$ cat src/rtl/piso_serializer_if.sv
// Parallel-in/serial-out serializer bus: word-side load handshake, line-side
// bit-rate tick and the serial bit stream with its frame flags.
// master: producer / line-driver side.  slave: the serializer.
interface piso_serializer_if #(
    parameter int unsigned WIDTH = 8
);
    logic [WIDTH-1:0] parallel_in;
    logic             load_valid;
    logic             load_ready;
    logic             shift_en;
    logic             serial_out;
    logic             serial_valid;
    logic             serial_last;
    logic             busy;

    modport master (
        output parallel_in,
        output load_valid,
        output shift_en,
        input  load_ready,
        input  serial_out,
        input  serial_valid,
        input  serial_last,
        input  busy
    );

    modport slave (
        input  parallel_in,
        input  load_valid,
        input  shift_en,
        output load_ready,
        output serial_out,
        output serial_valid,
        output serial_last,
        output busy
    );
endinterface

$ cat src/rtl/piso_serializer.sv
// Parallel-in/serial-out shifter with load handshake and shift-enable.
// A WIDTH-bit word is emitted one bit per shift_en cycle, LSB- or MSB-first,
// with serial_valid/serial_last flags. Back-to-back words run gap-free: the
// next word is accepted in the cycle the last bit is shifted out.
// Optional feature: define PISO_PARITY_EN to append an even-parity bit
// (XOR of the data bits, latched at load) after the data bits.
module piso_serializer #(
    parameter int unsigned WIDTH     = 8,
    parameter bit          MSB_FIRST = 1'b0
) (
    input logic               clk,
    input logic               rst,
    piso_serializer_if.slave  bus
);

`ifdef PISO_PARITY_EN
    localparam int unsigned FLEN = WIDTH + 1;
`else
    localparam int unsigned FLEN = WIDTH;
`endif
    localparam int unsigned      CNT_W    = $clog2(FLEN + 1);
    localparam logic [CNT_W-1:0] LAST_CNT = CNT_W'(FLEN - 1);
    localparam logic [CNT_W-1:0] CNT_ONE  = CNT_W'(1);
    // Bit position that drives serial_out; the register shifts toward it.
    localparam int unsigned      OUT_IDX  = MSB_FIRST ? FLEN - 1 : 0;

    typedef enum logic [0:0] {
        StIdle,
        StShift
    } state_e;

    state_e            state_q;
    logic [FLEN-1:0]   sr_q;
    logic [CNT_W-1:0]  cnt_q;
    logic              valid_q;
    logic              last_q;
    logic              load_accept;
    logic              shift_step;

    // Frame image: parity (if any) sits at the far end so it leaves last.
    function automatic logic [FLEN-1:0] frame_of(input logic [WIDTH-1:0] word);
`ifdef PISO_PARITY_EN
        if (MSB_FIRST) begin
            return {word, ^word};
        end else begin
            return {^word, word};
        end
`else
        return word;
`endif
    endfunction

    // Handshake: accept in IDLE, or in the last-bit cycle when it is shifted out.
    always_comb begin
        bus.load_ready = (state_q == StIdle) || (last_q && bus.shift_en);
        load_accept    = bus.load_valid && bus.load_ready;
        shift_step     = (state_q == StShift) && bus.shift_en;
    end

    // Frame FSM with shift register, bit counter and registered flags.
    always_ff @(posedge clk or negedge rst) begin
        if (!rst) begin
            state_q <= StIdle;
            sr_q    <= '0;
            cnt_q   <= '0;
            valid_q <= 1'b0;
            last_q  <= 1'b0;
        end else if (load_accept) begin
            state_q <= StShift;
            sr_q    <= frame_of(bus.parallel_in);
            cnt_q   <= '0;
            valid_q <= 1'b1;
            last_q  <= 1'b0;
        end else if (shift_step) begin
            if (last_q) begin
                // Frame done and no follow-on word: back to IDLE with a quiet line.
                state_q <= StIdle;
                sr_q    <= '0;
                cnt_q   <= '0;
                valid_q <= 1'b0;
                last_q  <= 1'b0;
            end else begin
                cnt_q  <= cnt_q + CNT_ONE;
                last_q <= ((cnt_q + CNT_ONE) == LAST_CNT);
                if (MSB_FIRST) begin
                    sr_q <= sr_q << 1;
                end else begin
                    sr_q <= sr_q >> 1;
                end
            end
        end
    end

    // Outputs come straight from flops; sr_q is all-zero whenever IDLE.
    always_comb begin
        bus.serial_out   = sr_q[OUT_IDX];
        bus.serial_valid = valid_q;
        bus.serial_last  = last_q;
        bus.busy         = (state_q == StShift);
    end

endmodule
$ cat src/flat_wrapper.sv
// flat-port wrapper written by rule: the top's interface ports become plain ports
module piso_serializer_flat 
#(
    parameter int unsigned WIDTH     = 8,
    parameter bit          MSB_FIRST = 1'b0
)
  (clk, rst, bus_parallel_in, bus_load_valid, bus_shift_en, bus_load_ready, bus_serial_out, bus_serial_valid, bus_serial_last, bus_busy);
  piso_serializer_if #(.WIDTH(WIDTH)) bus_i ();
  input logic clk;
  input logic rst;
  input wire logic [$bits(bus_i.parallel_in)-1:0] bus_parallel_in;
  input wire logic [$bits(bus_i.load_valid)-1:0] bus_load_valid;
  input wire logic [$bits(bus_i.shift_en)-1:0] bus_shift_en;
  output wire logic [$bits(bus_i.load_ready)-1:0] bus_load_ready;
  output wire logic [$bits(bus_i.serial_out)-1:0] bus_serial_out;
  output wire logic [$bits(bus_i.serial_valid)-1:0] bus_serial_valid;
  output wire logic [$bits(bus_i.serial_last)-1:0] bus_serial_last;
  output wire logic [$bits(bus_i.busy)-1:0] bus_busy;
  assign bus_i.parallel_in = bus_parallel_in;
  assign bus_i.load_valid = bus_load_valid;
  assign bus_i.shift_en = bus_shift_en;
  assign bus_load_ready = bus_i.load_ready;
  assign bus_serial_out = bus_i.serial_out;
  assign bus_serial_valid = bus_i.serial_valid;
  assign bus_serial_last = bus_i.serial_last;
  assign bus_busy = bus_i.busy;
  piso_serializer #(.WIDTH(WIDTH), .MSB_FIRST(MSB_FIRST)) u_core (.clk(clk), .rst(rst), .bus(bus_i));
endmodule
$ cat config.mk
export PLATFORM = sky130hd
export DESIGN_NAME = piso_serializer_flat
export DESIGN_NICKNAME = d
export VERILOG_FILES = /design/src/rtl/piso_serializer_if.sv /design/src/rtl/piso_serializer.sv /design/src/flat_wrapper.sv
export SDC_FILE = /design/constraint.sdc
export NUM_CORES = 1
export LEC_CHECK = 0
export ABC_AREA = 1
export CAP_MARGIN = 20
export CORE_UTILIZATION = 30
export CTS_CLUSTER_DIAMETER = 200
export CTS_CLUSTER_SIZE = 16
export DETAILED_ROUTE_END_ITERATION = 12
export HOLD_SLACK_MARGIN = 0.08
export MAX_ROUTING_LAYER = met4
export PLACE_DENSITY = 0.49
export SYNTH_ARGS = -nofsm -noshare
export SYNTH_HDL_FRONTEND = slang
export SYNTH_SLANG_ARGS = --single-unit
$ cat constraint.sdc
create_clock -name clk -period 2.3 [get_ports clk]
set_input_delay 0.23 -clock clk [delete_from_list [all_inputs] [get_ports clk]]
set_output_delay 0.23 -clock clk [all_outputs]
set_load 0.05 [all_outputs]
======== Yosys cells after proc, flatten, opt, wreduce, memory -nomap -nowiden ========
Index checks and enable logic that the tools add are counted.
Widths: inputs -> output; s select.
word-level totals
  bits in registers ....................... 14
  bits in latches ......................... 0
  bits in writable memories ............... 0
  ROM bits ................................ 0
  input bits .............................. 12
  output and inout port bits .............. 5
  memories kept ........................... 0
operators by class
  $add $sub $neg .......................... 1
  $mul .................................... 0
  div/mod/pow operators ................... 0
  $lt $le $gt $ge ......................... 0
  eq/ne operators ......................... 1
  shifts and indexed selects .............. 0
  muxes and demuxes ....................... 12
  bitwise operators ....................... 1
  reduce and logical (&&, ||, !) cells .... 7
operators with widths
  operator             number
  $mux 8               2
  $mux 4               3
  $mux 7               1
  $mux 1               6
  $add 4x1->4 const B  1
  $eq 4x3->1 const B   1
  $reduce_bool 2->1    2
  $logic_and 1x1->1    3
  $reduce_and 2->1     1
  $logic_or 1x1->1     1
  $not 1->1            1

======== Logic depth before layout (Yosys ltp) ========
  word-level depth ........................ 5
  mapped depth ............................ 7

======== Worst setup path after synthesis ========
No wires, ideal clock.
  path type ............................... register to register
  start point ............................. register u_core.last_q (netlist: u_core.bus.serial_last)
  end point ............................... register u_core.sr_q[0]
  library setup time ...................... 0.127 ns
  arrival ................................. 1.391 ns
  path slack .............................. 0.782 ns
  cell stages (with the launch flop) ...... 7
  buffers on the path ..................... 1
  period minus slack after synthesis ...... 1.518 ns
  cells stage by stage .................... dfrtp_1 -> nand2_1 -> nand2_2 -> nand2_4 -> buf_6 -> nand3_1 -> nand3_1
on the way
  cells in the longest elaborated chain, start to end .. 4
ends and longest elaborated chain
  item                                         line                   RTL
  from (decl)                                  piso_serializer.sv:36  logic last_q;
  from (signal assigned)                       piso_serializer.sv:84  last_q <= ((cnt_q + CNT_ONE) == LAST_CNT);
  $logic_and 1x1->1 (*)                        piso_serializer.sv:55  bus.load_ready = (state_q == StIdle) || (last_q && bus.shift_en);
  $logic_or 1x1->1 (*)                         piso_serializer.sv:55
  named net bus_load_ready                     flat_wrapper.sv:14     output wire logic [$bits(bus_i.load_ready)-1:0] bus_load_ready;
  $logic_and 1x1->1 (*)                        piso_serializer.sv:56  load_accept = bus.load_valid && bus.load_ready;
  $mux 8 or $reduce_bool 2->1 (tied branches)  -
  to (signal assigned)                         piso_serializer.sv:70  sr_q <= frame_of(bus.parallel_in);
  to (signal assigned)                         piso_serializer.sv:86  sr_q <= sr_q << 1;
  to (signal assigned)                         piso_serializer.sv:88  sr_q <= sr_q >> 1;
  to (decl)                                    piso_serializer.sv:33  logic [FLEN-1:0] sr_q;
The timed path passes the listed nets; every way through them passes the cells marked *. The select of a mux whose other input is x is not followed.
A chain may end at the register's enable or synchronous reset.

==> run_results.csv <==
group,metric,value,unit
clocking,numCtsBuffers,3,
synth,synth.yosys.warnings,0,
floorplanning,floorplan.rows,16,
layout,layout.nets,114,
synth,ys_seq_elements,14,
sta,worst_clock_skew,0.00258,ns
setup_path,timing.critical_path.buf_inv,1,
clocking,h-tree-depth,1,
synth,syn-mean-instance-area,8.35,sq um
setup_path,regToRegStartpoint,"u_core.bus.busy",
layout,fillers,223,
synth,synth_cell_types,14,
layout,antenna_cells,0,
routing,routedWlPerCell,10.5,um
setup_path,r2r_slack,1.15,ns
routing,drt-initial-drc-count,6,
sta,setup_viol,0,
setup_path,crit_family,"buffers and inverters",
place,dp.cells,122,
clocking,cts_resized,0,
power,power.leakage,0.425,nW
layout,area.growth.synth_to_final,27.4,%
layout,drive_gt1_share,8.16,%
synth,synthCells,82,
routing,drt_pass1_iterations,4,
clocking,clk_pin_slew,0.08,ns
floorplanning,core-area,2060,sq um
clocking,clk_path_buf_depth,2,
setup_path,rr_endpoint,"u_core.cnt_q[3]",
setup_path,r2r_cells,3,
floorplanning,die-area,2480,sq um
hold_path,hold_path_class,"input pin to async pin",
routing,ant_nets,0,
routing,drc,0,
layout,stdcell_area,872,sq um
clocking,post_cts_buffers,0,
routing,vias_per_cell,4.61,
sta,rsz0062_at_grt,"no",
routing,vias,576,
setup_path,crit_arrival,1.51,ns
routing,routed_wl,1310,um
clocking,clock-sinks,14,
layout,regArea,350,sq um
setup_path,path_class,"register to output port",
sta,fmax,573,MHz
power,ir_drop,0.460,mV
setup_path,required,2.07,ns
setup_path,critPathCaptureType,"output port",
clocking,clk_latency,0.27,ns
sta,slew_headroom,57.3,%
synth,syn-num-nets,96,
place,placed_area,850,sq um
global_route,grt_pass1_wl,2140,um
clocking,clock-root-buffer,"clkbuf_4",
global_route,grt_usage,11.9,%
global_route,grt_pass1_vias,482,
sta,finalCriticalPeriod,1.74,ns
global_route,antenna_found_initial,0,
run_status,outcome,"complete, no violations",
setup_path,critPathMaxStageDelay,0.83,ns
floorplanning,ioPinCount,17,
clocking,cts_tree,"built",
place,place.detailed.hpwl,940,um
setup_path,cp-endpoint,"bus_serial_valid",
sta,hold_viol_final,0,
sta,setup_tns,0,ns
job,maxCapViolCount,0,
global_route,grt_overflow_total,0,
layout,layout_commonest_cell,"nand2_1",
power,p_per_area,1200,nW/um^2
layout,multi_input_area,282,sq um
place,numPortBuffers,16,
sta,fin_crit_sh,75.8,%
setup_path,path_cells,"clkdlybuf4s50_1",
clocking,ctsHoldBuffers,0,
layout,mostFrequentLayoutCells,"27 x nand2_1, 21 x nand3_1, 15 x clkdlybuf4s50_1",
floorplanning,initial_core_util,33.2,%
synth,syn_area,684,sq um
setup_path,worstPathMaxFanout,5,
synth,yosysSeqAreaShare,51.2,%
setup_path,worstSetupStartpoint,"u_core.bus.busy",
setup_path,critical_path.slowest_cell,"clkdlybuf4s50_1",
setup_path,crit_path_start_kind,"register",
global_route,grt_max_degree,15,
sta,worst_slew_pin_slew,0.638,ns
floorplanning,die_y,49.8,um
sta,maxSlewViolCount,0,
setup_path,crit_cells,1,
floorplanning,die_w,49.8,um
layout,fin_cells,125,
place,gp_congestion,0.705,
-- synthesized netlist by cell type, drive strengths merged --
cell,count,area (sq um)
nand2,29,119
nand3,21,105
dfrtp,14,350
inv,7,26.3
buf,3,26.3
o21ai,3,15.0
ha,2,25.0
nand4,1,6.26
nor2,1,3.75
o21bai,1,7.51
-- sequential cells by signal (all words and copies together) (netlist names) --
signal                  count
u_core.sr_q                 8
u_core.bus.busy             1
u_core.bus.serial_last      1
u_core.cnt_q                4
-- worst min path at each step --
| stage | slack (ns) | cells after the start | from | end |
|---|---|---|---|---|
| 2_1_floorplan | -0.07 | 0 | rst | u_core.bus.busy |
| 3_3_place_gp | 0.48 | 2 | u_core.sr_q[1] | u_core.sr_q[0] |
| 3_5_place_dp | 0.48 | 2 | u_core.sr_q[3] | u_core.sr_q[2] |
| 4_1_cts | 0.37 | 1 | rst | u_core.bus.busy |
| 5_1_grt | 0.41 | 1 | rst | u_core.sr_q[6] |
| 6_report | 0.35 | 1 | rst | u_core.bus.busy |
-- cells by family (layout without fill, tap and decap cells) --
kind of cell | Yosys count | in the layout | synth area share, %
simple gates | 52 | 52 | 34.2
flops | 14 | 14 | 51.2
buf+inv | 10 | 26 | 7.68
compound gates | 4 | 4 | 3.29
fa+ha+maj | 2 | 2 | 3.66
-- stage by stage --
step / util [%] / worst slack (ns) / total power [W] / hold slack, ns
6_report: 42.3 / 0.556 / 0.00105 / 0.346
5_1_grt: 42.3 / 0.503 / 0.00112 / 0.414
4_1_cts: 42.3 / 0.537 / 0.00106 / 0.368
3_5_place_dp: 41.2 / 0.847 / 0.000925 / 0.482
3_3_place_gp: 41.2 / 0.864 / 0.000921 / 0.478
2_1_floorplan: - / 0.782 / 0.000792 / -0.0656
-- metal layers --
layer  routed length (um)  vias to the layer above  track usage [%]
met5                    0                        -                -
met4                   13                        0             2.86
met3                   68                        2             4.94
met2                  572                       11             17.1
met1                  654                      263             15.3
li1                     -                      300                -
-- report_power, final --
group	total, W	switching [W]	leakage, nW	internal (W)
sequential	0.000423	0.0000739	0.179	0.000349
combinational	0.000491	0.000320	0.233	0.000171
clock	0.000134	0.0000737	0.0138	0.0000606
-- cell type report --
| class | instances | area share, % |
|---|---|---|
| clock buffers | 3 | 2.58 |
| inverters | 7 | 3.01 |
| multi-input cells | 58 | 32.3 |
| flip-flops and latches | 14 | 40.2 |
| well taps | 27 | 3.87 |
| repair buffers | 16 | 18.1 |
No activity file was read; power rests on OpenSTA's default activity.
